<file path="src/rtl/line_cmd_scheduler.sv">
// Line command scheduler: round-robin intake from two requesters into a small FIFO,
// issuing one line at a time to the line engine during vertical blanking, with a completion watchdog.
module line_cmd_scheduler #(
   parameter int XW      = 10,
   parameter int YW      = 10,
   parameter int DEPTH   = 4,
   parameter int TIMEOUT = 1000000
) (
   input  logic                      clk,
   input  logic                      rst,
   input  logic                      req0_valid,
   output logic                      req0_ready,
   input  logic [2*XW+2*YW-1:0]      req0_cmd,
   input  logic                      req1_valid,
   output logic                      req1_ready,
   input  logic [2*XW+2*YW-1:0]      req1_cmd,
   input  logic                      vblank,
   output logic                      eng_start,
   output logic [XW-1:0]             eng_x0,
   output logic [YW-1:0]             eng_y0,
   output logic [XW-1:0]             eng_x1,
   output logic [YW-1:0]             eng_y1,
   input  logic                      eng_done,
   output logic [$clog2(DEPTH):0]    fifo_count,
   output logic                      busy,
   output logic                      err_timeout
);

   localparam int CW = 2*XW + 2*YW;
   localparam int AW = $clog2(DEPTH);
   localparam int WW = $clog2(TIMEOUT + 1);

   typedef enum logic [1:0] {IDLE, ISSUE, WAIT_DONE} state_t;

   state_t          state_q, state_d;
   logic            rrPtr_q;
   logic [AW-1:0]   wrPtr_q, rdPtr_q;
   logic [AW:0]     count_q;
   logic [CW-1:0]   mem [DEPTH];
   logic [WW-1:0]   wdog_q;
   logic            err_q;
   logic            errSet;
   logic [CW-1:0]   engCmd_q;
   logic            full, grant0, grant1, push, pop;
   logic [CW-1:0]   pushCmd;

   // Readys are forced low while reset is held so nothing is accepted in a reset cycle.
   always_comb begin
      full    = (count_q == (AW+1)'(DEPTH));
      grant0  = !rst && !full && req0_valid && (!req1_valid || !rrPtr_q);
      grant1  = !rst && !full && req1_valid && (!req0_valid || rrPtr_q);
      push    = grant0 || grant1;
      pushCmd = grant0 ? req0_cmd : req1_cmd;
      pop     = (state_q == IDLE) && (count_q != '0) && vblank;
   end

   always_comb begin
      state_d = state_q;
      errSet  = 1'b0;
      case (state_q)
         IDLE:      if (pop) state_d = ISSUE;
         ISSUE:     state_d = WAIT_DONE;
         WAIT_DONE: begin
            if (eng_done) begin
               state_d = IDLE;
            end else if (wdog_q == WW'(TIMEOUT - 1)) begin
               state_d = IDLE;
               errSet  = 1'b1;
            end
         end
         default:   state_d = IDLE;
      endcase
   end

   always_ff @(posedge clk) begin
      if (push) mem[wrPtr_q] <= pushCmd;
   end

   always_ff @(posedge clk) begin
      if (rst) begin
         state_q  <= IDLE;
         rrPtr_q  <= 1'b0;
         wrPtr_q  <= '0;
         rdPtr_q  <= '0;
         count_q  <= '0;
         wdog_q   <= '0;
         err_q    <= 1'b0;
         engCmd_q <= '0;
      end else begin
         state_q <= state_d;
         if (push) begin
            wrPtr_q <= wrPtr_q + 1'b1;
            rrPtr_q <= grant0;
         end
         if (pop) begin
            engCmd_q <= mem[rdPtr_q];
            rdPtr_q  <= rdPtr_q + 1'b1;
         end
         if (push && !pop)      count_q <= count_q + 1'b1;
         else if (pop && !push) count_q <= count_q - 1'b1;
         // The watchdog restarts from zero on every entry into WAIT_DONE.
         wdog_q <= (state_q == WAIT_DONE) ? wdog_q + 1'b1 : '0;
         if (errSet) err_q <= 1'b1;
      end
   end

   assign req0_ready  = grant0;
   assign req1_ready  = grant1;
   assign eng_start   = (state_q == ISSUE) && !rst;
   assign busy        = (state_q != IDLE);
   assign fifo_count  = count_q;
   assign err_timeout = err_q;
   assign eng_x0      = engCmd_q[2*YW+XW +: XW];
   assign eng_y0      = engCmd_q[YW+XW +: YW];
   assign eng_x1      = engCmd_q[YW +: XW];
   assign eng_y1      = engCmd_q[0 +: YW];

endmodule

</file>
<file path="config.mk">
export PLATFORM = sky130hd
export DESIGN_NAME = line_cmd_scheduler
export DESIGN_NICKNAME = d
export VERILOG_FILES = /design/src/rtl/line_cmd_scheduler.sv
export SDC_FILE = /design/constraint.sdc
export NUM_CORES = 1
export LEC_CHECK = 0
export CAP_MARGIN = 10
export CORE_ASPECT_RATIO = 0.75
export CORE_UTILIZATION = 55
export DETAILED_ROUTE_END_ITERATION = 12
export GPL_TIMING_DRIVEN = 0
export PLACE_DENSITY_LB_ADDON = 0.1
export SYNTH_ARGS = -nofsm -noshare
export SYNTH_HDL_FRONTEND = slang
export SYNTH_SLANG_ARGS = --single-unit
</file>
<file path="constraint.sdc">
create_clock -name clk -period 5.7 [get_ports clk]
set_clock_uncertainty 0.05 [all_clocks]
set_input_delay 1.14 -clock clk [delete_from_list [all_inputs] [get_ports clk]]
set_output_delay 1.14 -clock clk [all_outputs]
set_load 0.05 [all_outputs]
</file>
==> flow_metrics.py, run 1 <==
metrics = {
    "synth": {
        "yosys.cell_types.count": 38,
        "synth_most_common_cell": "edfxtp_1",
        "yosys_most_used_dff": "edfxtp_1",
        "synth.top_cells.by_area": "edfxtp_1 (53%), dfxtp_1 (16%), mux4_2 (9.9%)",
        "syn_nets": 695,
        "syn_area_um2": 9090,
        "synthCells": 602,
        "async_reset_ff_share_pct": 0,
        "yosysTopAreaCell": "edfxtp_1",
        "synth_enable_flop_cells": 160,
        "ys_warn_count": 0,
        "syn_avg_cell_area_um2": 15.1,
        "yosys.area.top_type_share_pct": 52.9,
        "synth_commonest_cells": "edfxtp_1 (160), nand2_1 (90), dfxtp_1 (71), a21oi_1 (44)",
        "synth-seq-cells": 231,
        "ys_seq_area_share_pct": 68.5,
    },
    "sta": {
        "maxSlewViolCount": 0,
        "fin_crit_sh_pct": 81.7,
        "worst_pin_slew_ns": 0.997,
        "setup_viol": 0,
        "timing.fmax_mhz": 215,
        "hold_violations": 0,
        "layout_min_cycle_time_ns": 4.66,
        "rsz0062_at_grt": "false",
        "slew_headroom_pct": 33.4,
        "finalSetupTns_ns": 0,
    },
    "global_routing": {
        "grt.total_usage_pct": 23.0,
        "grt_pass1_vias": 5583,
        "gr-total-overflow": 0,
        "busiest_layer": "met2",
        "grt_use_met1_pct": 31.7,
        "grt_use_met3_pct": 3.95,
        "grt_pass1_wl_um": 29300,
        "groute.layer.met2.usage_pct": 38.2,
        "grt_max_degree": 24,
        "antenna_found_initial": 0,
    },
    "job": {
        "maxCapViolations": 0,
    },
    "setup_path": {
        "r2r_start": "fifo_count[2]",
        "end_kind": "primary output",
        "crit_path_start": "rst",
        "r2r_end": "fifo_count[2]",
        "crit_slowest_cell": "clkdlybuf4s50_1",
        "path_common_cell": "clkdlybuf4s50_1",
        "crit_chain": "clkdlybuf4s50_1 > a21oi_1 > and3_1 > clkbuf_1 > buf_2 > clkdlybuf4s50_1",
        "crit_path_start_kind": "primary input",
        "worstPathRequired_ns": 4.51,
        "worstRegToRegCells": 11,
        "cp_data_arrival_time_ns": 3.47,
        "critPathKind": "primary input to primary output",
        "cpPeakStageDelay_ns": 0.86,
        "worst-path-max-fanout": 10,
        "r2r_slack_ns": 2.79,
    },
    "floorplanning": {
        "core-area_um2": 16100,
        "start_util_pct": 56.6,
        "io_pins": 134,
        "placementRows": 40,
        "die_area_um2": 17000,
        "die_w_um": 150,
        "die_h_um": 113,
    },
    "final_layout": {
        "fin_nets": 856,
        "utilization_pct": 71.3,
        "areaGrowthSynthToFinish_pct": 26.0,
        "diodes": 0,
        "drive_above_1_share_pct": 17.7,
    },
    "worst_hold_path": {
        "hp-class": "flop to flop",
        "hold_depth": 2,
        "hold_end": "engCmd_q[24]",
        "hold_start": "engCmd_q[24]",
    },
    "drt": {
        "via_count": 5506,
        "wire_per_inst_um": 18.7,
        "wirelength_um": 18500,
        "antenna_left": 0,
        "dr.pass1.iters": 4,
        "viasPerCell": 5.57,
        "first_iter_violations": 288,
        "drc": 0,
    },
    "pwr": {
        "pwr-share-seq_pct": 43.1,
        "power_switching_uw": 1500,
        "power_frac_clock_pct": 28.1,
        "combPwrFrac_pct": 28.8,
        "switching_share_pct": 30.7,
        "cellInternalPower_uw": 3380,
        "pwr_density_cell_nw_per_um2": 426,
        "vdd_drop_max_mv": 0.230,
        "leakagePower_uw": 0.00378,
    },
    "clocking": {
        "clkLatencyLatePin_ns": 0.49,
        "cts_num_sinks": 231,
        "cts_root_buf": "clkbuf_16",
        "htree_levels": 1,
        "clk_path_buf_depth": 3,
        "numCtsBuffers": 22,
        "hold_buffers": 0,
        "cts_setup_buffers": 0,
        "ctsResizeCount": 0,
        "tritoncts": "yes",
        "clk_pin_slew_ns": 0.06,
    },
    "placed_design": {
        "hpwl_um": 12300,
        "gp_congestion": 0.739,
        "io_buffers": 133,
    },
    "run_status": {
        "outcome": "finished, final reports clean",
    },
}
flip-flops by register name, summed over array words and instances (netlist names):
| name | count |
|---|---|
| wdog_q | 20 |
| fifo_count | 3 |
| err_timeout | 1 |
| wrPtr_q | 2 |
| engCmd_q | 40 |
| state_q | 2 |
| rrPtr_q | 1 |
| rdPtr_q | 2 |
| mem | 160 |
placed cells by master (no fill, tap or decap), drive strengths merged, types with 2 or more instances in the layout:
cell type      netlist  layout
buf                 19      23
edfxtp             160     160
clkdlybuf4s50        0     133
inv                  9       9
mux2i                4       4
nand2               90      90
xor2                 5       5
a21oi               44      44
and2                 5       5
dfxtp               71      71
and3                 5       5
o21ai                2       2
mux2                40      40
a31oi                3       3
nor4                 3       3
or3                  5       5
xnor2               13      13
a41o                 2       2
nor2                32      32
clkbuf              13      44
nand2b               4       4
nor3                 6       6
nand3                5       5
ha                   6       6
nand4                6       6
clkinv               0       8
mux4                40      40
nor3b                2       2
critical path: cells and delay by family:
family                 cells  cell delay [ns]
AOI/OAI and AO/OA          1             0.15
buffers and inverters      4             2.00
and+or+nand+nor            1             0.16
power by group through the flow:
stage	registers, uW	logic (uW)	clock network (uW)
2_1_floorplan	2410	682	0
3_3_place_gp	2130	1370	0
3_5_place_dp	2140	1410	0
4_1_cts	2110	1420	1400
5_1_grt	2130	1510	1460
6_report	2100	1410	1370
kinds of logic (layout without fill, tap and decap cells):
group | after synthesis | in the layout | synth area share (%)
AO/OA/AOI/OAI | 54 | 54 | 3.22
XOR/XNOR | 18 | 18 | 1.74
adder cells (fa/ha/maj) | 7 | 7 | 1.05
buffers and inverters | 41 | 218 | 2.00
flip-flops | 231 | 231 | 68.5
multiplexers | 84 | 84 | 15.3
AND/OR/NAND/NOR | 167 | 167 | 8.17
how the worst max path moves through the flow:
stage / end
2_1_floorplan: eng_start
3_3_place_gp: mem[0][24]
3_5_place_dp: req0_ready
4_1_cts: req0_ready
5_1_grt: req0_ready
6_report: req0_ready
stage by stage:
step	cell area (um^2)	cells	setup slack, ns	hold slack, ns	total power [uW]
after floorplan	9090	602	2.32	0.376	3090
after global placement	10700	945	0.882	0.393	3500
after detailed placement	10800	949	1.04	0.395	3560
after CTS	11500	989	1.03	0.406	4930
after global routing	11500	989	0.937	0.436	5100
final	11500	989	1.04	0.405	4880
routing by layer:
metal  vias to the layer above  wire length, um  share of wire, %
li1                       2564                -                 -
met1                      2703             7750                42
met2                       202             8960                48
met3                        37             1390               7.5
met4                         0              389               2.1
met5                         -                0                 0
layout make-up:
class,count,area (um^2)
inverters,9,33.8
multi-input cells,330,2680
plain buffers,32,148
flip-flops and latches,231,6230
clock inverters,9,41.3
fillers,1052,4610
repair buffers,137,1410
well taps,210,263
clock buffers,31,646
Power figures use the tool's default switching activity.
==> run 2: changes to the inputs <==
CORE_UTILIZATION = 54   (was 55)
clock period = 4.4 ns   (was 5.7 ns; I/O delays follow)
==> run 2 against run 1 <==
Against the previous run: design area hardly changed; largest cell class unchanged; highest routed layer unchanged; via count is 1.4% lower; largest power group unchanged; core utilization decreased by 0.69 points; non-clock buffer count stayed put; final cell count unchanged; first-iteration DRC count increased by 25%; sequential power grew 30%; global-route usage shrank 0.79 points; count of clock-buffer cells in the layout fell by 2; hold slack worse by 0.0015 ns; flip-flop and latch count did not move.
==> flow_metrics.py, run 2 (same netlist as run 1, synthesis figures left out) <==
metrics = {
    "setup_path": {
        "crit_slowest_cell": "clkdlybuf4s50_1",
        "r2r_end": "fifo_count[2]",
        "crit_path_start": "rst",
        "path_common_cell": "clkdlybuf4s50_1",
        "critPathCapture": "req0_ready",
        "worst-path-max-fanout": 10,
        "r2r_slack_ns": 1.56,
        "crit_path_start_kind": "primary input",
        "worstRegToRegCells": 11,
        "cp_data_arrival_time_ns": 3.26,
        "crit_chain": "clkdlybuf4s50_1 > a21oi_1 > and3_1 > clkbuf_1 > buf_2 > clkdlybuf4s50_1",
        "cpPeakStageDelay_ns": 0.86,
        "end_kind": "primary output",
        "worstPathRequired_ns": 3.47,
        "critPathKind": "primary input to primary output",
        "r2r_start": "fifo_count[0]",
    },
    "clocking": {
        "cts_setup_buffers": 0,
        "tritoncts": "yes",
        "clkLatencyLatePin_ns": 0.50,
        "ctsResizeCount": 0,
        "cts_root_buf": "clkbuf_16",
        "numCtsBuffers": 22,
        "htree_levels": 1,
        "clk_pin_slew_ns": 0.06,
        "cts_num_sinks": 231,
        "hold_buffers": 0,
        "clk_path_buf_depth": 3,
    },
    "global_routing": {
        "grt_pass1_vias": 5561,
        "grt_pass1_wl_um": 28700,
        "grt_max_degree": 28,
        "antenna_found_initial": 0,
        "gr-total-overflow": 0,
        "grt.total_usage_pct": 22.2,
    },
    "sta": {
        "fin_crit_sh_pct": 95.2,
        "timing.fmax_mhz": 239,
        "slew_headroom_pct": 42.6,
        "layout_min_cycle_time_ns": 4.19,
        "hold_violations": 0,
        "finalSetupTns_ns": 0,
        "worst_pin_slew_ns": 0.856,
        "worst_hold_slack_ns": 0.403,
        "maxSlewViolCount": 0,
        "setup_viol": 0,
        "rsz0062_at_grt": "false",
    },
    "job": {
        "maxCapViolations": 0,
    },
    "pwr": {
        "vdd_drop_max_mv": 0.400,
        "pwr_density_cell_nw_per_um2": 553,
        "leakagePower_uw": 0.00378,
        "p_total_uw": 6330,
    },
    "final_layout": {
        "top_register": "mem",
        "drive_above_1_share_pct": 17.3,
        "regArea_um2": 6230,
        "fin_nets": 856,
        "final_cell_mix": "edfxtp_1 (160), clkdlybuf4s50_1 (133), nand2_1 (90)",
        "multi_input_area_um2": 2680,
        "diodes": 0,
        "areaGrowthSynthToFinish_pct": 26.0,
        "largest_register_ffs": 160,
        "final_cells": 989,
        "final_common_cell": "edfxtp_1",
        "top_regs": "mem (160), engCmd_q (40), wdog_q (20)",
        "finish.instance_area_um2": 11400,
        "fillers": 1091,
    },
    "floorplanning": {
        "placementRows": 40,
        "start_util_pct": 56.0,
        "core-area_um2": 16200,
        "die_h_um": 114,
        "die_area_um2": 17400,
        "io_pins": 134,
        "die_w_um": 152,
    },
    "drt": {
        "wire_per_inst_um": 18.6,
        "dr.pass1.iters": 5,
        "first_iter_violations": 361,
        "drc": 0,
        "via_count": 5431,
        "viasPerCell": 5.49,
        "antenna_left": 0,
        "wirelength_um": 18400,
    },
    "placed_design": {
        "io_buffers": 133,
        "gp_congestion": 0.767,
        "dp.cells": 949,
        "hpwl_um": 12300,
        "placed_cell_area_um2": 10800,
    },
    "worst_hold_path": {
        "hp-class": "flop to flop",
    },
    "run_status": {
        "outcome": "finished, final reports clean",
    },
}
## run 2: cell count changes in the layout (fill, tap and decap cells not counted), sizes merged
cell | before | now
bufinv | 0 | 1
clkinv | 8 | 10
clkinvlp | 1 | 0
clkbuf | 44 | 42
## run 2: layout make-up
type	count	share of cell area, %
inverters	9	0.295
clock buffers	29	5.31
well taps	210	2.30
clock inverters	11	0.645
repair buffers	137	12.3
flip-flops and latches	231	54.4
plain buffers	32	1.29
multi-input cells	330	23.4
## run 2: critical path: cells and delay by family
| family | cells | cell delay, ns |
|---|---|---|
| AOI/OAI and AO/OA | 1 | 0.18 |
| and+or+nand+nor | 1 | 0.18 |
| buffers and inverters | 4 | 2.01 |
## run 2: power breakdown
part	internal [uW]	switching [uW]	total (uW)
combinational	751	1070	1820
clock	1030	763	1790
sequential	2610	112	2720
total	4390	1940	6330
## run 2: worst min path at each step
stage / slack [ns] / start / depth (start not counted) / endpoint
global route: 0.43 / engCmd_q[16] / 2 / engCmd_q[16]
global placement: 0.39 / engCmd_q[36] / 2 / engCmd_q[36]
detailed placement: 0.40 / engCmd_q[9] / 2 / engCmd_q[9]
floorplan: 0.38 / wdog_q[0] / 1 / wdog_q[0]
finish: 0.40 / engCmd_q[31] / 2 / engCmd_q[31]
CTS: 0.40 / engCmd_q[9] / 2 / engCmd_q[9]
## run 2: metrics by stage
step	setup slack [ns]	utilization (%)
finish	0.211	70.6
global route	0.0570	70.6
CTS	0.187	70.6
detailed placement	0.187	66.4
global placement	-0.107	65.9
floorplan	1.30	-
## run 2: per-layer routing
layer | vias up | part of all wire, % | track usage (%)
met5 | - | 0 | 0
met4 | 0 | 2.3 | 6.01
met3 | 32 | 6.5 | 4.34
met2 | 168 | 48 | 36.5
met1 | 2664 | 43 | 30.3
li1 | 2567 | - | -
